===== src/rtl/proc_pkg.sv =====
// Shared constants and types for the 16-bit processor datapath.
package proc_pkg;

  localparam int DATA_W     = 16;
  localparam int REG_ADDR_W = 3;
  localparam int IMM_W      = 8;
  localparam int NUM_REGS   = 2 ** REG_ADDR_W;

  localparam logic [1:0] FUNCT_ZEXT = 2'b11;

  typedef logic [DATA_W-1:0]     data_t;
  typedef logic [REG_ADDR_W-1:0] reg_idx_t;

endpackage


===== src/rtl/reg_file.sv =====
// 8x16 register file: one synchronous write, two combinational reads, r0 = 0.
// Define ID_BYPASS_EN for same-cycle write-through forwarding.
module reg_file
  import proc_pkg::*;
(
  input  logic                  i_clk,
  input  logic                  i_rst,
  input  logic [REG_ADDR_W-1:0] i_rs,
  input  logic [REG_ADDR_W-1:0] i_rt,
  input  logic [REG_ADDR_W-1:0] i_rd,
  input  logic [DATA_W-1:0]     i_wd,
  input  logic                  i_we,
  output logic [DATA_W-1:0]     o_rd1,
  output logic [DATA_W-1:0]     o_rd2
);

  data_t r_regs [NUM_REGS];
  logic  w_wr;

  // r0 is never written, so it stays at its reset value
  assign w_wr = i_we && (i_rd != '0);

  always_ff @(posedge i_clk) begin
    if (i_rst) begin
      for (int i = 0; i < NUM_REGS; i++) begin
        r_regs[i] <= '0;
      end
    end else if (w_wr) begin
      r_regs[i_rd] <= i_wd;
    end
  end

`ifdef ID_BYPASS_EN
  logic w_fwd1;
  logic w_fwd2;

  assign w_fwd1 = w_wr && !i_rst && (i_rd == i_rs);
  assign w_fwd2 = w_wr && !i_rst && (i_rd == i_rt);

  always_comb begin
    o_rd1 = '0;
    o_rd2 = '0;
    if (w_fwd1) begin
      o_rd1 = i_wd;
    end else if (i_rs != '0) begin
      o_rd1 = r_regs[i_rs];
    end
    if (w_fwd2) begin
      o_rd2 = i_wd;
    end else if (i_rt != '0) begin
      o_rd2 = r_regs[i_rt];
    end
  end
`else
  always_comb begin
    o_rd1 = '0;
    o_rd2 = '0;
    if (i_rs != '0) begin
      o_rd1 = r_regs[i_rs];
    end
    if (i_rt != '0) begin
      o_rd2 = r_regs[i_rt];
    end
  end
`endif

endmodule


===== src/rtl/id_stage.sv =====
// Instruction-decode stage: register file, immediate extension, PC+4 pass.
// Define ID_BYPASS_EN to forward same-cycle writeback data to the reads.
module id_stage
  import proc_pkg::*;
(
  input  logic                  clock,
  input  logic                  reset,
  input  logic [REG_ADDR_W-1:0] rs,
  input  logic [REG_ADDR_W-1:0] rt,
  input  logic [REG_ADDR_W-1:0] rd,
  input  logic [1:0]            funct,
  input  logic [IMM_W-1:0]      addressjump,
  input  logic [DATA_W-1:0]     PC4,
  input  logic [DATA_W-1:0]     writeDat,
  input  logic                  RegWrite,
  output logic [DATA_W-1:0]     readData1,
  output logic [DATA_W-1:0]     readData2,
  output logic [DATA_W-1:0]     extendedSignal,
  output logic [DATA_W-1:0]     PC4_outpuID
);

  logic w_zext;

  reg_file u_rf (
    .i_clk (clock),
    .i_rst (reset),
    .i_rs  (rs),
    .i_rt  (rt),
    .i_rd  (rd),
    .i_wd  (writeDat),
    .i_we  (RegWrite),
    .o_rd1 (readData1),
    .o_rd2 (readData2)
  );

  assign w_zext = (funct == FUNCT_ZEXT);

  assign extendedSignal = w_zext
    ? {{(DATA_W-IMM_W){1'b0}}, addressjump}
    : {{(DATA_W-IMM_W){addressjump[IMM_W-1]}}, addressjump};

  assign PC4_outpuID = PC4;

endmodule


===== config.mk =====
export PLATFORM = sky130hd
export DESIGN_NAME = id_stage
export DESIGN_NICKNAME = d
export VERILOG_FILES = /design/src/rtl/proc_pkg.sv /design/src/rtl/reg_file.sv /design/src/rtl/id_stage.sv
export SDC_FILE = /design/constraint.sdc
export NUM_CORES = 1
export LEC_CHECK = 0
export CORE_MARGIN = 2
export CORE_UTILIZATION = 43
export DETAILED_ROUTE_END_ITERATION = 10
export PLACE_DENSITY_LB_ADDON = 0.15
export SYNTH_ARGS = -nofsm -noshare
export SYNTH_HDL_FRONTEND = slang
export SYNTH_SLANG_ARGS = --single-unit

===== constraint.sdc =====
create_clock -name clock -period 2.1 [get_ports clock]
set_input_delay 0.63 -clock clock [delete_from_list [all_inputs] [get_ports clock]]
set_output_delay 0.63 -clock clock [all_outputs]
set_load 0.02 [all_outputs]

==> flow_metrics.env <==
export IMPL_status="complete, but fails checks"
export IMPL_violations="setup timing"
export IMPL_hold_slack_ns=1.07
export IMPL_fmax_ghz=0.412
export IMPL_setup_slack_ns=-0.327
export IMPL_cp_data_required_time_ns=1.47
export IMPL_syn_inst=500
export IMPL_power_frac_comb_pct=24.6
export IMPL_ios=118
export IMPL_dieWidth_um=126
export IMPL_clockBufferDepth=2
export IMPL_hold_violations=0
export IMPL_worst_setup_path_end_kind="output port"
export IMPL_core_area_um2=14600
export IMPL_critPathMaxFanout=5
export IMPL_ys_top_cells_by_area="edfxtp_1, and2_1, mux2i_1"
export IMPL_postRouteAntennaNets=0
export IMPL_critPathKind="in -> out"
export IMPL_initial_core_util_pct=44.0
export IMPL_drtIter0Drc=282
export IMPL_synthTopCellsByCount="edfxtp_1, and2_1, mux2i_1, a221oi_1, buf_4"
export IMPL_overflow=0
export IMPL_area_growth_pct=43.0
export IMPL_hp_class="in -> reg"
export IMPL_cts_sinks=112
export IMPL_power_density_nw_per_um2=624
export IMPL_wl_mm=19.1
export IMPL_cellInternalPower_w=0.00411
export IMPL_hold_buffers=0
export IMPL_relSlewSlack_pct=76.8
export IMPL_cap_violations=0
export IMPL_post_synth_top_count_cell="edfxtp_1"
export IMPL_crit_arrival_ns=1.80
export IMPL_yosysTopAreaCellShare_pct=52.4
export IMPL_grt_max_degree=20
export IMPL_grt_first_pass_wirelength_mm=28.8
export IMPL_regMostFlops="u_rf.r_regs"
export IMPL_syn_nets=554
export IMPL_antenna_cells=0
export IMPL_numCtsBuffers=9
export IMPL_ys_seq_area_share_pct=52.4
export IMPL_min_period_ns=2.43
export IMPL_yosys_warnings=0
export IMPL_setup_viol=32
export IMPL_die_area_um2=15900
export IMPL_reg_top3="u_rf.r_regs (112)"
export IMPL_viasPerCell=5.93
export IMPL_netlist_area_um2=6420
export IMPL_synth_edff_count=112
export IMPL_route_detailed_drc=0
export IMPL_finish_net_count=647
export IMPL_vdd_ir_drop_max_mv=0.411
export IMPL_maxSlewViolCount=0
export IMPL_start_kind="input port"
export IMPL_holdPathEnd="u_rf.r_regs[6][3]"
export IMPL_firstDrtPassIters=5
export IMPL_clkTransAtPathRegs_ns=0.07
export IMPL_avgSynthCellArea_um2=12.8
export IMPL_drive_gt1_share_pct=46.5
export IMPL_track_usage_pct=24.4
export IMPL_whs_path_depth=2
export IMPL_switching_power_w=0.00161
export IMPL_largest_register_ffs=112
export IMPL_grt_pass1_vias=4831
export IMPL_ctsRootBufferMaster="clkbuf_16"
export IMPL_synth_top_area_cell="edfxtp_1"
export IMPL_netlist_cell_type_count=29
export IMPL_routabilityCongestion=0.819
export IMPL_pre_cts_ws_ns=-1.15
export IMPL_cts_tree="yes"
export IMPL_antenna_found_initial=0
export IMPL_rsz0062_at_grt="yes"
export IMPL_synth_flop_cell="edfxtp_1"
export IMPL_swShare_pct=28.2
export IMPL_ys_ff_latch=112
export IMPL_die_h_um=126
export IMPL_row_count=44
export IMPL_io_buffer_count=71
export IMPL_worstMarginPinSlew_ns=0.338
export IMPL_cts_htree_levels=3
export IMPL_vias=4634
export IMPL_p_clk_share_pct=28.3
export IMPL_power_frac_seq_pct=47.1
export IMPL_p_leak_nw=3.43
export IMPL_dp_hpwl_mm=11.8
export IMPL_worstHoldStart="writeDat[3]"
export IMPL_fin_crit_sh_pct=116
export IMPL_synthArstFlopShare_pct=0
export IMPL_post_drt_wl_per_cell_um=24.4
-- worst max-delay path by stage --
| stage | startpoint | end | slack, ns | depth (start not counted) |
|---|---|---|---|---|
| after floorplan | rt[1] | readData2[11] | -0.16 | 6 |
| after global routing | rs[0] | readData1[0] | -0.35 | 7 |
| after global placement | rs[1] | readData1[5] | -1.14 | 7 |
| after detailed placement | rs[1] | readData1[4] | -1.15 | 7 |
| after CTS | rs[0] | readData1[4] | -0.34 | 6 |
| final | rs[0] | readData1[0] | -0.33 | 7 |
-- final cells by class --
| class | instances | area, µm² |
|---|---|---|
| repair buffers | 153 | 1790 |
| clock buffers | 9 | 225 |
| flip-flops and latches | 112 | 3360 |
| well taps | 184 | 230 |
| multi-input cells | 316 | 3520 |
| fillers | 1081 | 5410 |
| clock inverters | 7 | 47.5 |
| inverters | 1 | 3.75 |
-- cells in the final DEF, fill, tap and decap left out, types with 3 or more instances in the layout --
cell type / n
mux2i_1: 42
mux2_2: 6
buf_2: 3
mux2i_2: 5
a221oi_4: 35
nor2_4: 3
clkbuf_2: 3
buf_4: 54
buf_16: 5
nor2_2: 3
a221oi_2: 11
buf_6: 30
a211oi_1: 14
mux2_4: 26
nand2b_1: 3
clkbuf_16: 10
or2_2: 7
buf_12: 27
clkdlybuf4s15_2: 4
clkinv_2: 3
and2_2: 4
and2_1: 108
a311oi_2: 16
edfxtp_1: 112
nor2b_2: 3
nor2b_4: 5
nor2b_1: 12
clkdlybuf4s50_1: 22
-- power by group through the flow --
| stage | registers, W | logic (W) | clock network [W] |
|---|---|---|---|
| 2_1_floorplan | 0.00270 | 0.000793 | 0 |
| 3_3_place_gp | 0.00272 | 0.00118 | 0 |
| 3_5_place_dp | 0.00272 | 0.00120 | 0 |
| 4_1_cts | 0.00269 | 0.00136 | 0.00164 |
| 5_1_grt | 0.00271 | 0.00147 | 0.00170 |
| 6_report | 0.00270 | 0.00141 | 0.00162 |
-- critical path: stages --
cell and delay, ns:
buf_12 0.12, buf_12 0.14, buf_6 0.11, mux2_4 0.30, a221oi_4 0.25, a221oi_2 0.07
buf_4 0.17
-- routing by layer --
| layer | vias to the layer above | part of all wire (%) | global-route usage, % |
|---|---|---|---|
| li1 | 2067 | - | - |
| met2 | 142 | 51 | 42.7 |
| met4 | 0 | 2.1 | 8.73 |
| met1 | 2379 | 42 | 31.0 |
| met3 | 46 | 4.4 | 3.06 |
| met5 | - | 0 | 0 |
-- logic make-up (layout without fill, tap and decap cells) --
logic type / count (synthesis) / in the layout / synth area share [%]
buffers and inverters: 72 / 170 / 7.97
muxes: 80 / 80 / 13.1
and+or+nand+nor: 154 / 154 / 15.8
AOI/OAI and AO/OA: 82 / 82 / 10.8
DFF: 112 / 112 / 52.4
-- timing repair --
item,CTS,global route
gates resized for setup,293,42
gates cloned,6,1
hold endpoints to repair,0,0
endpoints found under the setup margin,41,41
pin swaps,38,21
setup buffers,14,1
-- stage by stage --
| stage | power, W | instance area (µm²) | TNS, ns | utilization (%) | cells |
|---|---|---|---|---|---|
| after detailed placement | 0.00392 | 8090 | -57.41 | 55.4 | 748 |
| after floorplan | 0.00349 | 7060 | -3.03 | - | 500 |
| after global routing | 0.00589 | 9180 | -9.54 | 62.9 | 782 |
| after CTS | 0.00569 | 9030 | -8.72 | 61.9 | 782 |
| after global placement | 0.00389 | 8090 | -52.65 | 55.4 | 748 |
| final | 0.00573 | 9180 | -8.50 | 62.9 | 782 |
No activity file was read; power rests on OpenSTA's default activity.
